**src/rtl/qbert_pkg.sv**
```systemverilog
// Shared types and default constants for the Q*bert front-end control logic.
package qbert_pkg;

    typedef enum logic {SCR_IDLE, SCR_PLAY} screen_state_t;

    localparam int DEBOUNCE_CYCLES_DEF = 500_000;
    localparam int LOCKOUT_CYCLES_DEF  = 8_000_000;
    localparam int MAX_CREDITS_DEF     = 9;
    localparam int CREDIT_W_DEF        = 4;

    // Width of a down/up counter that must hold values 0..n-1 (at least one bit).
    function automatic int cntWidth(input int n);
        return (n > 1) ? $clog2(n) : 1;
    endfunction

endpackage

```
**src/rtl/btn_debounce.sv**
```systemverilog
// Two-flop synchronizer plus stability counter for one raw push-button.
// The level only changes after DEBOUNCE_CYCLES consecutive synced samples disagree with it;
// rise_o is a registered one-cycle pulse in the same cycle the level first reads high.
module btn_debounce
    import qbert_pkg::*;
#(
    parameter int DEBOUNCE_CYCLES = DEBOUNCE_CYCLES_DEF
) (
    input  logic clk,
    input  logic reset,
    input  logic raw_i,
    output logic level_o,
    output logic rise_o
);

    localparam int CW = cntWidth(DEBOUNCE_CYCLES);
    localparam logic [CW-1:0] CNT_LAST = CW'(DEBOUNCE_CYCLES - 1);

    logic          sync1_q;
    logic          sync2_q;
    logic          level_q, level_d;
    logic [CW-1:0] count_q, count_d;
    logic          rise_q, rise_d;

    // Count disagreeing samples; flip the level on the last one and flag a rising flip.
    always_comb begin
        level_d = level_q;
        count_d = count_q;
        rise_d  = 1'b0;
        if (sync2_q == level_q) begin
            count_d = '0;
        end else if (count_q == CNT_LAST) begin
            level_d = sync2_q;
            count_d = '0;
            rise_d  = sync2_q;
        end else begin
            count_d = count_q + CW'(1);
        end
    end

    // Synchronizer, debounce state and edge pulse registers.
    always_ff @(posedge clk) begin
        if (reset) begin
            sync1_q <= 1'b0;
            sync2_q <= 1'b0;
            level_q <= 1'b0;
            count_q <= '0;
            rise_q  <= 1'b0;
        end else begin
            sync1_q <= raw_i;
            sync2_q <= sync1_q;
            level_q <= level_d;
            count_q <= count_d;
            rise_q  <= rise_d;
        end
    end

    assign level_o = level_q;
    assign rise_o  = rise_q;

endmodule

```
**src/rtl/coin_credit_ctrl.sv**
```systemverilog
// Coin/start front end for the game-over screen: debounced buttons, arcade credit counter,
// post-coin lockout matching the coin animation, and the IDLE/PLAY screen state.
module coin_credit_ctrl
    import qbert_pkg::*;
#(
    parameter int DEBOUNCE_CYCLES = DEBOUNCE_CYCLES_DEF,
    parameter int LOCKOUT_CYCLES  = LOCKOUT_CYCLES_DEF,
    parameter int MAX_CREDITS     = MAX_CREDITS_DEF,
    parameter int CREDIT_W        = CREDIT_W_DEF
) (
    input  logic                clk,
    input  logic                reset,
    input  logic                coin_btn,
    input  logic                start_btn,
    input  logic                mode_arcade,
    input  logic                game_over,
    output logic                e_piece,
    output logic                coin_reject,
    output logic                game_start,
    output logic [CREDIT_W-1:0] credits,
    output logic                in_play
);

    localparam int LW = cntWidth(LOCKOUT_CYCLES);
    localparam logic [LW-1:0]       LOCK_LOAD  = LW'(LOCKOUT_CYCLES - 1);
    localparam logic [CREDIT_W-1:0] CREDIT_MAX = CREDIT_W'(MAX_CREDITS);

    logic coinLevel, coinRise;
    logic startLevel, startRise;
    logic coinEvent, startEvent;
    logic coinAccept, startAccept;

    screen_state_t       state_q, state_d;
    logic [CREDIT_W-1:0] credits_q, credits_d;
    logic [LW-1:0]       lockout_q, lockout_d;
    logic                ePiece_q, ePiece_d;
    logic                coinReject_q, coinReject_d;
    logic                gameStart_q, gameStart_d;

    btn_debounce #(.DEBOUNCE_CYCLES(DEBOUNCE_CYCLES)) u_coinDeb (
        .clk     (clk),
        .reset   (reset),
        .raw_i   (coin_btn),
        .level_o (coinLevel),
        .rise_o  (coinRise)
    );

    btn_debounce #(.DEBOUNCE_CYCLES(DEBOUNCE_CYCLES)) u_startDeb (
        .clk     (clk),
        .reset   (reset),
        .raw_i   (start_btn),
        .level_o (startLevel),
        .rise_o  (startRise)
    );

    assign coinEvent  = coinRise & coinLevel;
    assign startEvent = startRise & startLevel;

    // Decide coin/start outcomes from pre-cycle credits, then derive credits, lockout and screen.
    always_comb begin
        coinAccept   = coinEvent && mode_arcade && (lockout_q == '0) && (credits_q < CREDIT_MAX);
        startAccept  = startEvent && (state_q == SCR_IDLE) && (!mode_arcade || (credits_q != '0));
        state_d      = state_q;
        credits_d    = credits_q;
        lockout_d    = lockout_q;
        ePiece_d     = coinAccept;
        coinReject_d = coinEvent && !coinAccept;
        gameStart_d  = startAccept;

        case ({coinAccept, startAccept && mode_arcade})
            2'b10:   credits_d = credits_q + CREDIT_W'(1);
            2'b01:   credits_d = credits_q - CREDIT_W'(1);
            default: credits_d = credits_q;
        endcase

        if (coinAccept) begin
            lockout_d = LOCK_LOAD;
        end else if (lockout_q != '0) begin
            lockout_d = lockout_q - LW'(1);
        end

        case (state_q)
            SCR_IDLE: if (startAccept) state_d = SCR_PLAY;
            SCR_PLAY: if (game_over)   state_d = SCR_IDLE;
            default:                   state_d = SCR_IDLE;
        endcase
    end

    // State, counters and registered output pulses.
    always_ff @(posedge clk) begin
        if (reset) begin
            state_q      <= SCR_IDLE;
            credits_q    <= '0;
            lockout_q    <= '0;
            ePiece_q     <= 1'b0;
            coinReject_q <= 1'b0;
            gameStart_q  <= 1'b0;
        end else begin
            state_q      <= state_d;
            credits_q    <= credits_d;
            lockout_q    <= lockout_d;
            ePiece_q     <= ePiece_d;
            coinReject_q <= coinReject_d;
            gameStart_q  <= gameStart_d;
        end
    end

    assign e_piece     = ePiece_q;
    assign coin_reject = coinReject_q;
    assign game_start  = gameStart_q;
    assign credits     = credits_q;
    assign in_play     = (state_q == SCR_PLAY);

endmodule
```
**config.mk**
```make
export PLATFORM = sky130hd
export DESIGN_NAME = coin_credit_ctrl
export DESIGN_NICKNAME = d
export VERILOG_FILES = /design/src/rtl/qbert_pkg.sv /design/src/rtl/btn_debounce.sv /design/src/rtl/coin_credit_ctrl.sv
export SDC_FILE = /design/constraint.sdc
export NUM_CORES = 1
export LEC_CHECK = 0
export BUFFER_PORTS_ARGS = -buffer_cell sky130_fd_sc_hd__buf_2
export CAP_MARGIN = 20
export CORE_MARGIN = 2
export CORE_UTILIZATION = 40
export CTS_CLUSTER_SIZE = 14
export DETAILED_ROUTE_END_ITERATION = 12
export HOLD_SLACK_MARGIN = 0.02
export PLACE_DENSITY = 0.6
export SYNTH_ARGS = -nofsm -noshare
export SYNTH_HDL_FRONTEND = slang
export SYNTH_SLANG_ARGS = --single-unit
export TNS_END_PERCENT = 10
```
**constraint.sdc**
```tcl
create_clock -name clk -period 4.01 [get_ports clk]
set_clock_uncertainty 0.1 [all_clocks]
set_input_delay 0.6015 -clock clk [delete_from_list [all_inputs] [get_ports clk]]
set_output_delay 0.6015 -clock clk [all_outputs]
set_load 0.005 [all_outputs]
```
## Yosys cells after proc, flatten, opt, wreduce, memory -nomap -nowiden

Cells that the tools add are included.

| cells by class | value |
|---|---|
| order comparisons | 1 |
| add/sub/neg operators | 5 |
| bitwise gates (word level) | 7 |
| equal/unequal tests | 6 |
| reduce and logical (&&, ||, !) cells | 22 |
| mux-type cells | 6 |

Operator list:

| kind | number |
|---|---|
| 2-to-1 mux 23 bit | 2 |
| adder 19 x 1 -> 19 bit, second input constant | 2 |
| == test 19 bit, second input constant | 2 |
| zero test 23 bit | 1 |
| nonzero test 23 bit | 1 |
| subtractor 23 x 1 -> 23 bit, second input constant | 1 |
| OR reduction 3 bit | 4 |
| case mux 4 bit (2 select lines) | 1 |
| logical AND 1 bit | 7 |
| NOT 1 bit | 5 |
| adder 4 x 1 -> 4 bit, second input constant | 1 |
| less-than comparator 4 bit, second input constant | 1 |
| AND reduction 2 bit | 2 |
| nonzero test 2 bit | 2 |
| nonzero test 4 bit | 1 |
| subtractor 4 x 1 -> 4 bit, second input constant | 1 |
| bitwise AND 1 bit | 2 |
| == test 1 bit | 2 |
| == test 2 x 1 -> 1 bit, second input constant | 1 |
| == test 2 bit, second input constant | 1 |
| zero test 1 bit | 2 |
| 2-to-1 mux 1 bit | 2 |
| case mux 1 bit (2 select lines) | 1 |
| OR reduction 2 bit | 1 |
| logical OR 1 bit | 1 |

| word-level totals | value |
|---|---|
| flip-flop bits (word level) | 77 |
| word-level logic and storage cells | 64 |
| output and inout bits | 8 |
| bits of input ports | 6 |

## Logic depth before layout (Yosys ltp)

Gate-level depths: netlist of run 1.

| logic depth | value |
|---|---|
| depth in word-level cells | 6 |
| mapped depth | 13 |
| depth with buffers taken out | 13 |

## Cells and area by module

Synthesis of run 1 repeated with hierarchy kept, for this count alone.

| unflattened totals | value |
|---|---|
| cells, all modules | 415 |
| area total of the unflattened synthesis | 3,703.6 µm² |

By module, submodules not included:

| module | cells an instance | seq. area each (µm²) | area an instance (µm²) | instances |
|---|---|---|---|---|
| btn_debounce | 115 | 460.4 | 1,029.7 | 2 |
| coin_credit_ctrl | 185 | 620.6 | 1,644.1 | 1 |

## Worst setup path after synthesis of run 1

Ideal clock, no wire load.

| path | value |
|---|---|
| path kind | register -> register |
| from | reg lockout_q[0] |
| to | reg credits_q[2], in the netlist credits[2] |
| period minus slack after synthesis | 2,898 ps |
| cell stages (with the launch flop) | 14 |
| buffers on the path | 0 |
| required time | 3,839 ps |
| setup slack | 1,112 ps |
| setup time | 71 ps |
| arrival | 2,728 ps |
| cells stage by stage | dfxtp_1 > inv_1 > ha_1 > nor4b_1 > nand4bb_4 > nor3_4 > inv_2 > ha_1 > xor2_1 > ha_1 > a21oi_1 > xor2_1 > or3_1 > a21oi_1 |

| between the ends | value |
|---|---|
| cells in the longest elaborated chain, start to end | 5 |
| elaborated cells between the ends (all ways) | 7 |
| classes of those cells | eq/ne (2); mux (1); reduce/logical (4) |

RTL lines:

| item | line | source |
|---|---|---|
| start, declared | coin_credit_ctrl.sv:35 | `logic [LW-1:0] lockout_q, lockout_d;` |
| start signal, assigned | coin_credit_ctrl.sv:101 | `lockout_q <= lockout_d;` |
| zero test 23 bit (*) | coin_credit_ctrl.sv:61 | `coinAccept = coinEvent && mode_arcade && (lockout_q == '0) && (credits_q < CREDIT_MAX);` |
| logical AND 1 bit (*) (2 in series) | coin_credit_ctrl.sv:61 |  |
| == test 2 x 1 -> 1 bit or == test 2 bit (tied branches) | coin_credit_ctrl.sv:70 | `case ({coinAccept, startAccept && mode_arcade})` |
| case mux 4 bit (2 select lines) or nonzero test 2 bit (tied branches) | - |  |
| end signal, assigned | coin_credit_ctrl.sv:100 | `credits_q <= credits_d;` |
| end, declared | coin_credit_ctrl.sv:34 | `logic [CREDIT_W-1:0] credits_q, credits_d;` |

Mark *: on every way between the ends. The rest lies on a longest branch, timed or not.
A chain may end at the register's enable or synchronous reset.

## Worst setup path in the final report of run 1

Same ends and word-level chain as after synthesis.

==> run summary, run 1 <==
Area Growth Syn to Fin - 9.340%
die height - 98.92 µm
RePlAce Congestion - 0.8052
number of synthesized flops with an enable pin - 0
worst-path cell chain - inv_1 > ha_1 > nor4b_1 > nand4bb_4 > nor3_4 > inv_2 > ha_1 > xor2_1 > ha_1 > a21oi_1 > xor2_1 > or3_1 > a21oi_1
total die area - 9784 µm²
CP max FO - 8
port bufs - 13
VDD IR-drop max - 0.3626 mV
post_cts resized - 0
vias in the first global route - 2662
Clk Latency, worst-skew pair - 360 ps
# DRC - 0
most frequent cells in the layout - 77 x dfxtp_1, 73 x nor2_1, 23 x xor2_1
nets@finish - 432
Critical Path Sink Type - flop
PnR Total Power - 2.393 mW
worst r2r src - lockout_q[0]
Adder-Cell Fraction of Synth Area - 2.431%
Synth Instances - 406
Hold Buf Count CTS - 0
postcts setup bufs - 0
synthesis warning total - 0
Vias - 2852
DR iter-0 viols - 105
Bufs and invs on worst path - 2
Longest Clk Path Bufs - 2
GRT Total Usage - 15.59%
WP data arrival - 3470 ps
hold-critical path depth - 1
final setup fails - 0
initial core utilization - 41.32%
Inserted Clock Buffers - 9
drt total wl - 7108 µm
Post-Place Worst Slack - 767.6 ps
FMAX - 0.3053 GHz
Critical Path Source Type - flop
most common cell after layout, fill and taps aside - dfxtp_1
Post-Syn Nets - 419
Hold Path Sink - u_startDeb.sync2_q
Worst Tran Pin Value - 677.8 ps
CTS root buf - clkbuf_8
Worst R2R End - credits[2]
Row Count - 34
Top FF cell, synth - dfxtp_1
Post-DRT Antenna Nets - 0
crit-path max cell delay - 560 ps
synth unique cells - 53
diode count - 0
critical path class - reg -> reg
initial antenna violation count - 0
Synth Cell Area - 3603 µm²
asr flop ratio synth - 0%
setup TNS - 0 ps
TritonCTS clock tree - built
post-DR vias/cell - 5.361
Post-Synth Simple-Gate Area - 31.32%
Worst path top cell family by delay - simple AND/OR/NAND/NOR gates
leak pwr - 1.381 nW
I/O pin cnt - 14
CP required - 4200 ps
final hold vios - 0
CTS Sinks - 77
post-synthesis sequential area ratio - 42.78%
drt wl/cell - 13.36 µm
Critical Path Most Common Cell - ha_1
RSZ-0062 raised after global routing - no
Hold Path Class - reg -> reg
layout cells sized above 1 - 10.61%
Switching Share - 38.70%
Synth area leaders - dfxtp_1 43%, nor2_1 7.6%, xor2_1 5.6%, xnor2_1 5.3%, nand4_1 2.8%
post-synth top area share - 42.78%
H-tree depth - 3
FF-to-FF path depth - 13
global-route wire length before repair - 12390 µm
Switching Power - 0.9261 mW
clock power share - 22.8%
drt pass-1 iters - 4
pin count of the biggest net entering global routing - 35
worst hold slack - 337.8 ps
Max-slew headroom - 54.18%
Max Cap Violations - 0
core area - 8721 µm²
fin util - 45.18%
clock-pin slew on the worst setup and hold paths - 90 ps
Min-Delay Startpoint - u_startDeb.sync1_q
width of the die - 98.92 µm
Flop pwr share - 40.7%
XOR/XNOR Fraction of Synth Area - 10.94%
PwrDens - 607.4 nW/µm²
GRT overflow - 0
Max Transition Viols Final - 0
final setup margin - 734.6 ps
HPWL after DPL - 4852 µm
mux contribution to synthesized area - 1.111%
largest family of logic cells by synthesized area - simple AND/OR/NAND/NOR gates
Comb pwr share - 36.5%
post-synthesis compound-gate area fraction - 8.438%
Int Pwr - 1.467 mW
final period utilization - 81.68%
CP max-delay cell - nor4b_1
post-route minimum period - 3275 ps
leading area contributor after synthesis - dfxtp_1
reg2reg setup slack - 730 ps
outcome - finished, final reports clean
Synth Register Bits - 77
Post-Syn Area per Cell - 8.876 µm²
cells by family (layout without fill, tap and decap cells):
group	after synthesis	count (layout)
xor gates and xnor gates	45	45
AOI/OAI and AO/OA	45	45
DFF	77	77
muxes	4	4
adders and majority gates	7	7
and+or+nand+nor	203	203
buffers and inverters	25	43
final cells by class:
cell class,count,area (µm²)
Clock buffer,10,137.6
Clock inverter,6,46.29
Fill cell,842,4781
Inverter,12,45.04
Multi-Input combinational cell,304,1954
Sequential cell,77,1541
Tap cell,108,135.1
Timing Repair Buffer,15,80.08
power by group through the flow:
stage                     clock network, mW  logic, mW  registers (mW)
after floorplan                           0      0.746           0.966
after global placement                    0      0.853           0.984
after detailed placement                  0      0.869           0.989
after CTS                             0.570      0.872           0.971
after global routing                  0.598      0.969           0.992
final                                 0.547      0.873           0.974
worst max path at each step:
stage            endpoint          from  depth (start not counted)  slack (ps)
5_1_grt        credits[2]  lockout_q[0]                         13         440
2_1_floorplan  credits[2]  lockout_q[0]                         13        1110
3_3_place_gp   credits[2]  lockout_q[0]                         13         910
4_1_cts        credits[2]  lockout_q[0]                         13         750
6_report       credits[2]  lockout_q[0]                         13         730
3_5_place_dp   credits[2]  lockout_q[0]                         13         770
routing by layer:
metal / track usage [%] / vias up / wire, µm
met5: 0 / - / 0
met2: 25.05 / 31 / 3209
met4: 6.322 / 0 / 102
met3: 4.043 / 9 / 202
met1: 19.98 / 1351 / 3594
li1: - / 1461 / -
synthesized netlist by cell type (all sizes together), types with 5 or more instances:
| cell | count |
|---|---|
| nand2 | 20 |
| ha | 7 |
| nor2 | 74 |
| nor3 | 16 |
| nor2b | 5 |
| o21ai | 5 |
| xor2 | 23 |
| a211oi | 7 |
| a21oi | 19 |
| dfxtp | 77 |
| nand3 | 20 |
| nand4 | 17 |
| buf | 6 |
| and3 | 7 |
| xnor2 | 22 |
| nor4 | 12 |
| inv | 12 |
| clkbuf | 7 |
| or3 | 6 |
through the flow:
stage | instance area [µm²] | std cells
floorplan | 3603 | 406
global route | 3940 | 532
finish | 3940 | 532
CTS | 3940 | 532
global placement | 3756 | 516
detailed placement | 3756 | 516
state kept, by name (all words and copies together), names as in the netlist, 4 cells and up:
signal	cells
lockout_q	23
u_startDeb.count_q	19
u_coinDeb.count_q	19
credits	4
(Power assumes the default switching activity.)
==> run 2: changes to the inputs <==
- PLACE_DENSITY: 0.6 -> 0.62
- clock period: 4.01 -> 2.9 ns (I/O delays scaled with it)
==> run 2 against run 1 <==
Global-route usage grew 0.19 points. Critical path type unchanged. Highest routed layer unchanged. Clock power increased by 42%. Die area stayed put. Via count is 1.3% higher. Sequential power rose by 38%. Sequential share of layout area shrank 0.95 points. Critical path depth down 2. Count of clock-buffer cells in the layout down 1. Non-clock buffer count rose by 11. Cell count up 2.1%.
==> run summary, run 2 (same netlist as run 1, synthesis figures left out) <==
outcome - finished, final reports clean
Top Registers - lockout_q: 23 flops, u_coinDeb.count_q: 19 flops, u_startDeb.count_q: 19 flops
Worst Tran Pin Value - 673.1 ps (-4.646 ps)
WP data arrival - 2930 ps (-540 ps)
vias in the first global route - 2691 (+1.1%)
diode count - 0 (unchanged)
drt pass-1 iters - 4 (unchanged)
clock-pin slew on the worst setup and hold paths - 90 ps (about the same)
register area - 1544 µm² (+0.16%)
Row Count - 34 (unchanged)
final period utilization - 94.20% (+13 points)
TritonCTS clock tree - built
most frequent cells in the layout - 75 x dfxtp_1, 73 x nor2_1, 23 x xor2_1
Top reg by flops - lockout_q
die height - 98.92 µm (unchanged)
initial antenna violation count - 0 (unchanged)
total die area - 9784 µm² (unchanged)
drt wl/cell - 13.22 µm (-1.0%)
nets@finish - 443 (+2.5%)
GRT Total Usage - 15.79% (+0.19 points)
met1 Use GR - 21.53% (+1.5 points)
RePlAce Congestion - 0.8091 (+0.48%)
Clk Latency, worst-skew pair - 360 ps (about the same)
most used routing layer - met2
Hold Path Class - in -> reg
Area Growth Syn to Fin - 12.26%
Max Cap Violations - 0 (unchanged)
CTS Sinks - 77 (unchanged)
pin count of the biggest net entering global routing - 33 (-5.7%)
HPWL after DPL - 5010 µm (+3.3%)
post-DR vias/cell - 5.320 (-0.75%)
Vias - 2889 (+1.3%)
core area - 8721 µm² (unchanged)
met3 Usage GRT - 3.617% (-0.43 points)
Inserted Clock Buffers - 9 (unchanged)
width of the die - 98.92 µm (unchanged)
FMAX - 0.3660 GHz (+20%)
H-tree depth - 3 (unchanged)
final hold vios - 0 (unchanged)
GRT overflow - 0 (unchanged)
Final Cell Area - 4045 µm² (+2.7%)
leak pwr - 1.438 nW (+4.1%)
layout cells sized above 1 - 14.02% (+3.4 points)
PwrDens - 844.8 nW/µm² (+39%)
Max-slew headroom - 55.00% (+0.82 points)
initial core utilization - 41.32% (unchanged)
DP Area - 3831 µm² (+2.0%)
Longest Clk Path Bufs - 2 (unchanged)
Critical Path Sink Type - flop
max reg flops - 23 (unchanged)
Fillers - 853 (+1.3%)
DR iter-0 viols - 127 (+21%)
VDD IR-drop max - 0.6450 mV (+78%)
port bufs - 13 (unchanged)
Post-DRT Antenna Nets - 0 (unchanged)
CTS root buf - clkbuf_8
multi-input logic area - 1967 µm² (+0.64%)
most common cell after layout, fill and taps aside - dfxtp_1
drt total wl - 7181 µm (+1.0%)
Max Transition Viols Final - 0 (unchanged)
Critical Path Source Type - flop
critical path class - reg -> reg
I/O pin cnt - 14 (unchanged)
CP max FO - 4 (-4)
worst hold slack - 184.4 ps (-153.4 ps)
final setup fails - 0 (unchanged)
# DRC - 0 (unchanged)
CP required - 3100 ps (-1100 ps)
met2 Usage GRT - 24.27% (-0.78 points)
global-route wire length before repair - 12550 µm (+1.3%)
post-route minimum period - 2732 ps (-543.4 ps)
==> run 2: cell types whose count changed in the layout (fill, tap and decap cells not counted), sizes merged <==
cell      previous run  this run
buf                 15        26
clkbuf              10         9
clkinv               3         1
clkinvlp             2         3
inv                 13        15
==> run 2: cell type report <==
class / count / area share, %
multi-input cells: 304 / 48.62
flip-flops and latches: 77 / 38.17
repair buffers: 26 / 4.021
well taps: 108 / 3.341
clock buffers: 9 / 3.062
clock inverters: 7 / 1.670
inverters: 12 / 1.114
==> run 2: what timing repair did <==
item	4_1_cts	5_1_grt
endpoints found under the setup margin	0	1
hold buffers	0	0
setup buffers	0	1
gates resized for setup	0	5
==> run 2: worst paths after layout <==
kind | cells past startpoint | to | slack (ps) | from
setup / recovery | 11 | credits[2] | 170 | lockout_q[19]
hold reg to reg | 1 | u_coinDeb.sync2_q | 340 | u_coinDeb.sync1_q
setup reg to reg | 11 | credits[2] | 170 | lockout_q[19]
hold / removal | 2 | u_startDeb.sync1_q | 180 | start_btn
==> run 2: critical path, cell delays in order (launching register included) <==
cell and delay (ps):
dfxtp_1 340, or4_4 540, nand4bb_4 230, nor3_4 200, inv_2 60, ha_2 210
xor2_1 150, ha_1 190, a21oi_2 120, xor2_1 80, or3_1 310, a21oi_1 140
==> run 2: per-stage QoR <==
stage	setup TNS (ps)	setup slack, ps	util [%]	instances	power (mW)
floorplan	0	1.533	-	406	2.367
global placement	0	145.4	43.93	526	2.602
detailed placement	0	96.00	43.93	526	2.625
CTS	0	77.63	46.13	542	3.414
global route	-0.2252	-0.2252	46.38	543	3.647
finish	0	168.1	46.38	543	3.417
==> run 2: routing by layer <==
| layer | vias to the layer above | wire (µm) |
|---|---|---|
| met5 | - | 0 |
| met4 | 0 | 62 |
| li1 | 1496 | - |
| met1 | 1361 | 3659 |
| met2 | 28 | 3266 |
| met3 | 4 | 192 |
==> run 2: report_power, final <==
| part | switching [mW] | internal (mW) |
|---|---|---|
| Combinational | 0.732 | 0.570 |
| Clock | 0.445 | 0.329 |
| Sequential | 0.146 | 1.19 |
| Total | 1.32 | 2.09 |
==> run 3: changes to the inputs <==
- ABC_AREA: default -> 1
==> run 3 against run 2 <==
Clock power decreased by 7.4%. Synthesized cell count increased by 40%. Final area increased by 7.2%. Critical path type unchanged. Critical endpoint unchanged. Highest routed layer unchanged.
==> run summary, run 3 <==
outcome - finished, final reports clean
top routing layer used - met4
Critical Path Sink Type - flop
vias in the first global route - 3271 (+22%)
RSZ-0062 raised after global routing - no
PnR Total Power - 3.816 mW (+12%)
VDD IR-drop max - 0.5886 mV (-8.7%)
CP required - 3060 ps (-40 ps)
Synth Register Bits - 77 (unchanged)
Longest Clk Path Bufs - 2 (unchanged)
pin count of the biggest net entering global routing - 22 (-33%)
Row Count - 36 (+5.9%)
RePlAce Congestion - 0.8671 (+7.2%)
post-DR vias/cell - 4.783 (-10%)
Vias - 3468 (+20%)
post-synthesis sequential area ratio - 38.79% (-4.0 points)
final setup fails - 0 (unchanged)
# DRC - 0 (unchanged)
critical path class - reg -> reg
Worst R2R End - credits[2]
drt wl/cell - 11.41 µm (-14%)
I/O pin cnt - 14 (unchanged)
worst r2r src - lockout_q[0]
layout cells sized above 1 - 12.67% (-1.4 points)
Hold Path Sink - u_coinDeb.sync1_q
Worst Tran Pin Value - 397.4 ps (-275.7 ps)
hold-critical path depth - 3 (+1)
post-route minimum period - 2548 ps (-183.7 ps)
FF-to-FF path depth - 14 (+3)
WP data arrival - 2710 ps (-220 ps)
asr flop ratio synth - 0% (unchanged)
postcts setup bufs - 0 (unchanged)
total die area - 10750 µm² (+9.8%)
Synth area leaders - dfxtp_1 39%, nand2_1 12%, nor2_1 11%, inv_1 5.6%, nand3_1 4.7%
Top FF cell, synth - dfxtp_1
DR iter-0 viols - 145 (+14%)
top-count cell post-synth - nand2_1
Top Registers - lockout_q: 23 flops, u_coinDeb.count_q: 19 flops, u_startDeb.count_q: 19 flops
Min-Delay Startpoint - coin_btn
Clk Latency, worst-skew pair - 350 ps (about the same)
drt total wl - 8273 µm (+15%)
synth unique cells - 36 (-32%)
number of synthesized flops with an enable pin - 0 (unchanged)
CTS root buf - clkbuf_8
Hold Path Class - in -> reg
Max-slew headroom - 73.47% (+18 points)
die height - 103.7 µm (+4.8%)
Post-Syn Nets - 582 (+39%)
routed wire length on met3 - 179 µm (-6.8%)
reg2reg setup slack - 350 ps (+180 ps)
leading area contributor after synthesis - dfxtp_1
FMAX - 0.3924 GHz (+7.2%)
leak pwr - 1.781 nW (+24%)
CTS Sinks - 77 (unchanged)
GRT overflow - 0 (unchanged)
final period utilization - 87.87% (-6.3 points)
TritonCTS clock tree - built
initial antenna violation count - 0 (unchanged)
drt pass-1 iters - 4 (unchanged)
diode count - 0 (unchanged)
width of the die - 103.7 µm (+4.8%)
CP max-delay cell - dfxtp_1
post_cts resized - 0 (unchanged)
initial core utilization - 40.84% (-0.48 points)
core area - 9729 µm² (+12%)
H-tree depth - 3 (unchanged)
nets@finish - 600 (+35%)
crit-path max cell delay - 320 ps (-220 ps)
DRT met1 WL - 3932 µm (+7.5%)
max reg flops - 23 (unchanged)
Top reg by flops - lockout_q
Met2 Wirelength - 4017 µm (+23%)
worst-path cell chain - inv_1 > ha_1 > inv_1 > nor2_1 > nand3_1 > nor3_2 > nand2_1 > ha_1 > xor2_1 > ha_1 > a21oi_1 > xnor2_1 > o21ai_0 > inv_1
Inserted Clock Buffers - 9 (unchanged)
Area Growth Syn to Fin - 9.131%
final hold vios - 0 (unchanged)
PwrDens - 879.9 nW/µm² (+4.2%)
Post-DRT Antenna Nets - 0 (unchanged)
Synth Cell Area - 3974 µm² (+10%)
Hold Buf Count CTS - 0 (unchanged)
Synth Instances - 569 (+40%)
CP max FO - 7 (+3)
Post-Syn Area per Cell - 6.984 µm² (-21%)
most frequent cells in the layout - 127 x nand2_1, 113 x nor2_1, 77 x dfxtp_1
setup TNS - 0 ps (unchanged)
top post-synthesis cells by count - 127 x nand2_1, 113 x nor2_1, 77 x dfxtp_1
Critical Path Source Type - flop
global-route wire length before repair - 14580 µm (+16%)
most common cell after layout, fill and taps aside - nand2_1
Max Transition Viols Final - 0 (unchanged)
Max Cap Violations - 0 (unchanged)
synthesis warning total - 0 (unchanged)
port bufs - 13 (unchanged)
HPWL after DPL - 6119 µm (+22%)
GRT Total Usage - 16.42% (+0.64 points)
clock-pin slew on the worst setup and hold paths - 90 ps (about the same)
post-synth top area share - 38.79% (-4.0 points)
run 3: cell types whose count changed after synthesis, moves of 8 or more:
cell | previous run | this run
inv_1 | 11 | 59
nor4_1 | 10 | 2
nand2_1 | 19 | 127
or2_2 | 0 | 8
nand3_1 | 19 | 37
xor2_1 | 23 | 11
xnor2_1 | 22 | 14
a21oi_2 | 0 | 11
nor2_1 | 73 | 113
run 3: layout make-up:
cell class              count  area [µm²]
multi-input cells         422        2148
clock buffers              10       127.6
repair buffers             15       80.08
flip-flops and latches     77        1541
clock inverters             6       40.04
fillers                  1059        5393
inverters                  62       232.7
well taps                 133       166.4
run 3: kinds of logic (layout without fill, tap and decap cells):
group	count (synthesis)	in the layout	share of synthesized area (%)
AO/OA/AOI/OAI	43	43	6.707
XOR/XNOR	25	25	5.510
adder cells (fa/ha/maj)	7	7	2.204
buffers and inverters	70	93	7.273
flip-flops	77	77	38.79
AND/OR/NAND/NOR	347	347	39.52
run 3: per-layer routing:
layer / up-vias / global-route usage [%]
met5: - / 0
met4: 0 / 6.853
met3: 9 / 3.398
met2: 39 / 28.24
met1: 1574 / 19.98
li1: 1846 / -
run 3: worst max path at each step:
| stage | from | depth (start not counted) | slack, ps | endpoint |
|---|---|---|---|---|
| floorplan | lockout_q[0] | 14 | 570 | credits[2] |
| global placement | lockout_q[0] | 14 | 450 | credits[2] |
| detailed placement | lockout_q[0] | 14 | 310 | credits[2] |
| CTS | lockout_q[0] | 14 | 300 | credits[2] |
| global route | lockout_q[0] | 14 | 5 | credits[2] |
| finish | lockout_q[0] | 14 | 350 | credits[2] |
run 3: critical path: cells and delay by family (launching register included):
kind	cells	cell delay [ps]
fa+ha+maj	3	670
simple gates	4	560
xor+xnor	2	370
flops	1	320
buf+inv	3	260
compound gates	2	180
run 3: report_power, final:
group	internal [mW]	total (mW)	switching (mW)
Combinational	0.630	1.74	1.11
Sequential	1.21	1.36	0.153
Clock	0.309	0.718	0.408
Total	2.15	3.82	1.67
run 3: stage by stage:
step	utilization (%)	area [µm²]	setup WS, ps	hold WS [ps]	instances
floorplan	-	3974	568.3	288.3	569
global placement	42.80	4164	446.7	296.5	709
detailed placement	42.80	4164	311.4	297.8	709
CTS	44.52	4332	297.5	171.2	725
global route	44.57	4337	4.668	171.9	725
finish	44.57	4337	351.8	188.9	725
